`config.mk`:
```
export PLATFORM = sky130hd
export DESIGN_NAME = ac_store_ctrl
export DESIGN_NICKNAME = d
export VERILOG_FILES = /design/src/rtl/ccss_pkg.sv /design/src/rtl/ac_store_slot.sv /design/src/rtl/ac_store_ctrl.sv
export SDC_FILE = /design/constraint.sdc
export NUM_CORES = 1
export LEC_CHECK = 0
export CAP_MARGIN = 30
export CORE_MARGIN = 3
export CORE_UTILIZATION = 47
export DETAILED_ROUTE_END_ITERATION = 16
export HOLD_SLACK_MARGIN = 0.15
export PLACE_DENSITY = 0.88
export SLEW_MARGIN = 10
export SYNTH_ARGS = -nofsm -noshare
export SYNTH_HDL_FRONTEND = slang
export SYNTH_SLANG_ARGS = --single-unit
```
`constraint.sdc`:
```
create_clock -name clk -period 1.15 [get_ports clk]
set_input_delay 0.23 -clock clk [delete_from_list [all_inputs] [get_ports clk]]
set_output_delay 0.23 -clock clk [all_outputs]
set_load 0.01 [all_outputs]
```
`src/rtl/ccss_pkg.sv`:
```
// Shared definitions for the AC store controller: default widths and FSM state encoding.
package ccss_pkg;

  localparam int unsigned DATA_W_DEF = 16;
  localparam int unsigned ADDR_W_DEF = 12;

  localparam logic [1:0] ST_IDLE = 2'd0;
  localparam logic [1:0] ST_REQ  = 2'd1;
  localparam logic [1:0] ST_DONE = 2'd2;
  localparam logic [1:0] ST_ERR  = 2'd3;

  typedef enum logic [1:0] {
    StIdle = ST_IDLE,
    StReq  = ST_REQ,
    StDone = ST_DONE,
    StErr  = ST_ERR
  } state_e;

endpackage

```
`src/rtl/ac_store_slot.sv`:
```
// One-deep {addr, data, valid} holding register for a store that arrives while a write is in flight.
module ac_store_slot #(
  parameter int unsigned DATA_W = 16,
  parameter int unsigned ADDR_W = 12
) (
  input  logic              i_clk,
  input  logic              i_reset,
  input  logic              i_load,
  input  logic              i_unload,
  input  logic [ADDR_W-1:0] i_addr,
  input  logic [DATA_W-1:0] i_data,
  output logic [ADDR_W-1:0] o_addr,
  output logic [DATA_W-1:0] o_data,
  output logic              o_full
);

  logic              r_valid;
  logic [ADDR_W-1:0] r_addr;
  logic [DATA_W-1:0] r_data;

  // Capture on load, free on unload; the owner never loads a full slot.
  always_ff @(posedge i_clk) begin
    if (i_reset) begin
      r_valid <= 1'b0;
      r_addr  <= '0;
      r_data  <= '0;
    end else if (i_load) begin
      r_valid <= 1'b1;
      r_addr  <= i_addr;
      r_data  <= i_data;
    end else if (i_unload) begin
      r_valid <= 1'b0;
    end
  end

  assign o_addr = r_addr;
  assign o_data = r_data;
  assign o_full = r_valid;

endmodule

```
`src/rtl/ac_store_ctrl.sv`:
```
// Accumulator store controller: captures AC value + address on store_en and writes it to data
// memory over a req/ack handshake, with a one-deep pending slot and sticky overrun flag.
// Optional request timeout enabled by defining AC_STORE_TIMEOUT_EN.
module ac_store_ctrl
  import ccss_pkg::*;
#(
  parameter int unsigned DATA_W         = DATA_W_DEF,
  parameter int unsigned ADDR_W         = ADDR_W_DEF,
  parameter int unsigned TIMEOUT_CYCLES = 16
) (
  input  logic              clk,
  input  logic              reset,
  input  logic              store_en,
  input  logic [DATA_W-1:0] ac_in,
  input  logic [ADDR_W-1:0] addr_in,
  input  logic              mem_ack,
  output logic              mem_req,
  output logic              mem_we,
  output logic [ADDR_W-1:0] mem_addr,
  output logic [DATA_W-1:0] mem_wdata,
  output logic              busy,
  output logic              done,
  output logic              overrun,
  output logic              err
);

  state_e            r_state;
  logic              r_mem_req;
  logic              r_done;
  logic              r_overrun;
  logic [ADDR_W-1:0] r_addr;
  logic [DATA_W-1:0] r_wdata;

  logic              w_slot_full;
  logic              w_slot_load;
  logic              w_slot_unload;
  logic              w_finishing;
  logic              w_drop;
  logic [ADDR_W-1:0] w_slot_addr;
  logic [DATA_W-1:0] w_slot_data;

  // DONE and ERR both service the slot on their single cycle.
  assign w_finishing   = (r_state == StDone) || (r_state == StErr);
  assign w_slot_load   = store_en && (r_state == StReq) && !w_slot_full;
  assign w_slot_unload = w_finishing && w_slot_full;
  // A full slot means the new request has nowhere to go, even while the slot is draining.
  assign w_drop        = store_en && w_slot_full && ((r_state == StReq) || w_finishing);

  ac_store_slot #(
    .DATA_W (DATA_W),
    .ADDR_W (ADDR_W)
  ) u_slot (
    .i_clk    (clk),
    .i_reset  (reset),
    .i_load   (w_slot_load),
    .i_unload (w_slot_unload),
    .i_addr   (addr_in),
    .i_data   (ac_in),
    .o_addr   (w_slot_addr),
    .o_data   (w_slot_data),
    .o_full   (w_slot_full)
  );

`ifdef AC_STORE_TIMEOUT_EN
  localparam int unsigned CntW = $clog2(TIMEOUT_CYCLES + 1);

  logic [CntW-1:0] r_cnt;
  logic            r_err;
  logic            w_timeout;

  assign w_timeout = (r_cnt == CntW'(TIMEOUT_CYCLES - 1));

  // Cycles spent waiting for ack; zero whenever outside REQ so every entry starts fresh.
  always_ff @(posedge clk) begin
    if (reset || (r_state != StReq)) begin
      r_cnt <= '0;
    end else begin
      r_cnt <= r_cnt + 1'b1;
    end
  end
`endif

  // Transfer FSM with registered handshake and status outputs.
  always_ff @(posedge clk) begin
    if (reset) begin
      r_state   <= StIdle;
      r_mem_req <= 1'b0;
      r_done    <= 1'b0;
      r_overrun <= 1'b0;
      r_addr    <= '0;
      r_wdata   <= '0;
`ifdef AC_STORE_TIMEOUT_EN
      r_err     <= 1'b0;
`endif
    end else begin
      r_done <= 1'b0;
`ifdef AC_STORE_TIMEOUT_EN
      r_err  <= 1'b0;
`endif
      if (w_drop) begin
        r_overrun <= 1'b1;
      end
      case (r_state)
        StIdle: begin
          if (store_en) begin
            r_addr    <= addr_in;
            r_wdata   <= ac_in;
            r_mem_req <= 1'b1;
            r_state   <= StReq;
          end
        end
        StReq: begin
          if (mem_ack) begin
            r_mem_req <= 1'b0;
            r_done    <= 1'b1;
            r_state   <= StDone;
          end
`ifdef AC_STORE_TIMEOUT_EN
          else if (w_timeout) begin
            r_mem_req <= 1'b0;
            r_err     <= 1'b1;
            r_state   <= StErr;
          end
`endif
        end
`ifdef AC_STORE_TIMEOUT_EN
        StDone, StErr: begin
`else
        StDone: begin
`endif
          if (w_slot_full) begin
            r_addr    <= w_slot_addr;
            r_wdata   <= w_slot_data;
            r_mem_req <= 1'b1;
            r_state   <= StReq;
          end else if (store_en) begin
            r_addr    <= addr_in;
            r_wdata   <= ac_in;
            r_mem_req <= 1'b1;
            r_state   <= StReq;
          end else begin
            r_state <= StIdle;
          end
        end
        default: begin
          r_mem_req <= 1'b0;
          r_state   <= StIdle;
        end
      endcase
    end
  end

  assign mem_req   = r_mem_req;
  assign mem_we    = r_mem_req;
  assign mem_addr  = r_addr;
  assign mem_wdata = r_wdata;
  assign busy      = (r_state != StIdle) || w_slot_full;
  assign done      = r_done;
  assign overrun   = r_overrun;
`ifdef AC_STORE_TIMEOUT_EN
  assign err       = r_err;
`else
  assign err       = 1'b0;
`endif

endmodule

```
== Yosys cells after proc, flatten, opt, wreduce, memory -nomap -nowiden ==
Index checks and enable logic that the tools add are counted.
Word-level totals
  register bits after elaboration: 62
  input bits: 32
  output and inout port bits: 34
  logic and storage cells: 48
Cells by class
  equal/unequal tests: 5
  multiplexer cells: 18
  bitwise logic cells: 1
  reductions and logical operators: 15
Operators with widths (number)
  two-way mux 16 bit: 2
  one-hot mux 16 bit (2 select lines): 1
  two-way mux 12 bit: 2
  one-hot mux 12 bit (2 select lines): 1
  two-way mux 1 bit: 8
  one-hot mux 2 bit (3 select lines): 1
  nonzero test 2 bit: 3
  logical AND 1 bit: 5
  equality test 2 bit, second input constant: 2
  two-way mux 2 bit: 2
  inequality test 2 bit, second input constant: 2
  logical OR 1 bit: 3
  one-hot mux 1 bit (3 select lines): 1
  equality test 2 x 1 -> 1 bit, second input constant: 1
  logical NOT 2 bit: 1
  AND reduction 2 bit: 1
  OR reduction 2 bit: 1
  logical NOT 1 bit: 1
  inverter 1 bit: 1

== Logic depth before layout (Yosys ltp) ==
Gate-level depths: netlist (run 1).
  depth after elaboration: 5
  gate-level depth with buffers: 5

== Hierarchy ==
Synthesis (run 1) repeated with hierarchy kept, for this count alone.
Second synthesis, totals
  cell total of the unflattened synthesis: 259
  area, all modules: 2581.2 um2
By module, submodules not included
  ac_store_ctrl: times used 1, cells an instance 165, area each 1547.7 um2, seq. area each 660.6 um2
  ac_store_slot: times used 1, cells an instance 94, area each 1033.5 um2, seq. area each 580.6 um2

== Worst setup path before layout (run 1) ==
Ideal clock, no wire load.
  path kind: flip-flop to flip-flop
  from: reg r_state[1]
  to: reg r_addr[0] (netlist: mem_addr[0])
  setup time: 0.149 ns
  data arrival time: 1.115 ns
  required time: 1.001 ns
  slack: -0.113 ns
  stages on the path, launching flop included: 5
  path buffers: 2
  clock period less this slack: 1.263 ns
  path through: dfxtp_1 -> buf_6 -> a21oi_2 -> buf_6 -> a2111oi_2
Between the ends
  cells in the longest elaborated chain, start to end: 2
Ends and longest elaborated chain
  start, declared: line ac_store_ctrl.sv:27  | state_e r_state;
  start signal, assigned: line ac_store_ctrl.sv:86  | r_state <= StIdle;
  start signal, assigned: line ac_store_ctrl.sv:109  | r_state <= StReq;
  start signal, assigned: line ac_store_ctrl.sv:116  | r_state <= StDone;
  equality test 2 bit or logical NOT 2 bit (tied branches): line ac_store_ctrl.sv:103  | case (r_state)
  one-hot mux 12 bit (2 select lines) or nonzero test 2 bit (tied branches)
  end signal, assigned: line ac_store_ctrl.sv:106  | r_addr <= addr_in;
  end signal, assigned: line ac_store_ctrl.sv:132  | r_addr <= w_slot_addr;
  end signal, assigned: line ac_store_ctrl.sv:137  | r_addr <= addr_in;
  end, declared: line ac_store_ctrl.sv:31  | logic [ADDR_W-1:0] r_addr;
Parallel ways exist; a longest one is shown, timed or not.
A chain may end at the register's enable or synchronous reset.

== Worst setup path after layout (run 1) ==
  from: reg r_state[1]
  to: out busy
Between the ends
  cells in the longest elaborated chain, start to end: 2
Ends and longest elaborated chain
  nonzero test 2 bit: line ac_store_ctrl.sv:157  | assign busy = (r_state != StIdle) || w_slot_full;
  logical OR 1 bit: line ac_store_ctrl.sv:157
  end, declared: line ac_store_ctrl.sv:21  | output logic busy,
No other way between the ends.

==> results of run 1 <==
## repair_timing
action,CTS,global route
setup endpoints to repair,90,81
pin swaps,4,22
buffers inserted,3,9
gates cloned,2,5
resized for setup,122,67
## worst paths after layout
kind,end,slack [ns],cells past startpoint
worst max register to register,u_slot.o_data[4],-0.23,4
worst min register to register,overrun,0.46,2
worst min-delay path,overrun,0.20,2
worst max-delay path,busy,-0.25,2
## layout make-up
cell class	instances	area (um^2)
fill	402	1630
inverter	1	3.75
clock buffer	14	163
sequential	62	1270
multi-input combinational	212	2310
timing repair buffer	128	1370
clock inverter	1	5.00
tap	96	120
## cells by family after synthesis
kind of cell,count (synthesis)
other,1
multiplexers,56
buffers and inverters,36
flip-flops,62
AND/OR/NAND/NOR,119
AO/OA/AOI/OAI,36
## power breakdown
part           switching [uW]  total, uW  internal (uW)
Clock                     860       1750            890
Sequential                123       2440           2320
Combinational             703       1630            923
## metrics by stage
stage / total power, uW / cells / utilization / setup TNS (ns) / instance area, um^2
floorplan: 3200 / 310 / - / -2.19 / 3490
global placement: 3760 / 482 / 0.648 / -8.58 / 4450
detailed placement: 3800 / 482 / 0.648 / -10.70 / 4450
CTS: 5530 / 502 / 0.702 / -8.95 / 4820
global route: 6010 / 514 / 0.763 / -11.10 / 5240
finish: 5820 / 514 / 0.763 / -9.43 / 5240
## cells in the final DEF, fill, tap and decap left out, drive strengths merged
cell / count
nor3: 1
and4bb: 1
o31ai: 1
o21a: 1
a21oi: 4
inv: 1
a2111oi: 28
clkdlybuf4s15: 23
clkdlybuf4s50: 29
nor2b: 28
mux2i: 56
clkinv: 1
buf: 66
nor4bb: 30
o211ai: 1
nand2b: 57
or3: 1
dfxtp: 62
conb: 1
o32ai: 1
or4b: 1
clkbuf: 24
## synth_stat cells (all sizes together)
| master | instances | area, um^2 |
|---|---|---|
| nor2b | 28 | 175 |
| a2111oi | 28 | 400 |
| or3 | 1 | 6.26 |
| and4bb | 1 | 12.5 |
| or4b | 1 | 10.0 |
| conb | 1 | 3.75 |
| o21a | 1 | 7.51 |
| nor4bb | 30 | 300 |
| o32ai | 1 | 8.76 |
| nand2b | 57 | 357 |
| o31ai | 1 | 7.51 |
| buf | 17 | 164 |
| mux2i | 56 | 561 |
| clkbuf | 18 | 67.6 |
| inv | 1 | 3.75 |
| dfxtp | 62 | 1240 |
| nor3 | 1 | 5.00 |
| o211ai | 1 | 7.51 |
| a21oi | 4 | 23.8 |
## state kept, by name, summed over array words and instances, names as in the netlist
name           cells
mem_wdata         16
u_slot.o_data     16
mem_addr          12
u_slot.o_addr     12
r_state            2
done               1
mem_req            1
overrun            1
u_slot.o_full      1
## layer usage
layer | up-vias | GRT usage
met1 | 1416 | 0.248
met2 | 87 | 0.347
met3 | 21 | 0.0342
met4 | 0 | 0.0740
met5 | - | 0
li1 | 1340 | -
## critical path: cells and delay by family (launching register included)
family        cells  cell delay, ns
simple gates      1            0.39
flops             1            0.33
buf+inv           1            0.13
==> summary.txt, run 1 <==
Area of the core - 6870 um^2
Avg Vias per Cell - 5.57
Post-Synthesis Cells - 310
Final setup margin - -0.254 ns
Synth Area in Adders - 0
Post-Syn Area - 3360 um^2
Uppermost routed layer - met4
Inserted Diodes - 0
Peak VDD IR - 0.747 mV
I/O Buffers - 64
Met1 wire length - 4170 um
Failing checks - negative setup slack
Critical Path Max Stage Delay - 0.39 ns
# rows - 30
Met2 wire length - 5200 um
RSZ-0062 raised after global routing - yes
Chip height - 90.6 um
Arrival @ worst endpoint - 1.17 ns
Final Setup Violations - 59
Vias in the first global route - 2768
Required time worst endpoint - 0.92 ns
Syn nets - 342
Yosys Warn Count - 0
CP max-delay cell - or3_4
Final Cycle Share - 1.22
Clk slew on worst S/H paths - 0.08 ns
Routed WL per cell - 19.6 um
Htree depth - 3
Simple-gate share of the synthesized area - 0.258
Cts hold-fix bufs - 0
Main combinational cell family by area after synthesis - simple AND/OR/NAND/NOR gates
Post-Place Worst Slack - -0.241 ns
Clock latency on the worst-skew pair - 0.34 ns
Pin count of the biggest net entering global routing - 63
Seq/Total Area, Yosys - 0.369
Worst setup startpoint - r_state[1]
Initial antenna violation count - 0
Ports - 66
Worst R2R Start - u_slot.o_full
Final Hold Viols - 0
Via count - 2864
Critical-path maximum fanout - 2
Worst hold slack - 0.200 ns
Compound-gate portion of the synthesized area - 0.135
Post-DRT Antenna Nets - 0
Crit path launch type - register
Starting DRC count in detailed routing - 190
HP Class - input pin to register
Total GRT Usage - 0.200
Remaining routing DRC violations - 0
Clock root buffer - clkbuf_8
XOR/XNOR share of the synthesized area - 0
Cts bufs inserted - 9
HP Start - reset
CTS max path bufs - 2
Post-synthesis mux area share - 0.167
Crit end category - primary output
First-pass GRT wire length - 13500 um
DIE WIDTH - 90.6 um
Syn Area/Cell - 10.8 um^2
Area Growth Syn to Fin - 56.0%
Nets@finish - 446
Clk_skew - 0.0143 ns
Min Tclk post-route - 1.40 ns
Seq cells post-synth - 62
Synth cell types - 24
Grt ovf - 0
CTS sink count - 62
Hpwl dp - 5200 um
Die area - 8200 um^2
Layout cell share with drive strength beyond 1 - 0.462
Drt total wl - 10100 um
CTS tree - yes
Max_cap viols - 0
Fin. max-slew vios - 0
Global placement routability congestion - 0.711
Crit Path Category - register to primary output
Crit-path cells - or3_4 -> buf_6
Fmax achieved - 712 MHz
Routed wl met3 - 459 um
Power Dens Cells - 1110 nW/um^2
Leak pwr - 0.00186 uW
Status - finished, violations left
Drt pass-1 iters - 4
Initial Util - 0.489
(Power assumes the default switching activity.)
==> run 2: changes to the inputs <==
--- a/config.mk
+++ b/config.mk
@@ -5,7 +5,7 @@
 export SDC_FILE = /design/constraint.sdc
 export NUM_CORES = 1
 export LEC_CHECK = 0
-export CAP_MARGIN = 30
+export CAP_MARGIN = 5
 export CORE_MARGIN = 3
 export CORE_UTILIZATION = 47
 export DETAILED_ROUTE_END_ITERATION = 16
==> results of run 2 <==
The final DEF is identical to that of run 1; final timing and power are the same.
==> run 3: changes to the inputs <==
--- a/config.mk
+++ b/config.mk
@@ -5,13 +5,12 @@
 export SDC_FILE = /design/constraint.sdc
 export NUM_CORES = 1
 export LEC_CHECK = 0
-export CAP_MARGIN = 5
 export CORE_MARGIN = 3
 export CORE_UTILIZATION = 47
 export DETAILED_ROUTE_END_ITERATION = 16
 export HOLD_SLACK_MARGIN = 0.15
 export PLACE_DENSITY = 0.88
-export SLEW_MARGIN = 10
+export SLEW_MARGIN = 30
 export SYNTH_ARGS = -nofsm -noshare
 export SYNTH_HDL_FRONTEND = slang
 export SYNTH_SLANG_ARGS = --single-unit
==> results of run 3 <==
The final DEF is identical to that of run 1; final timing and power are the same.
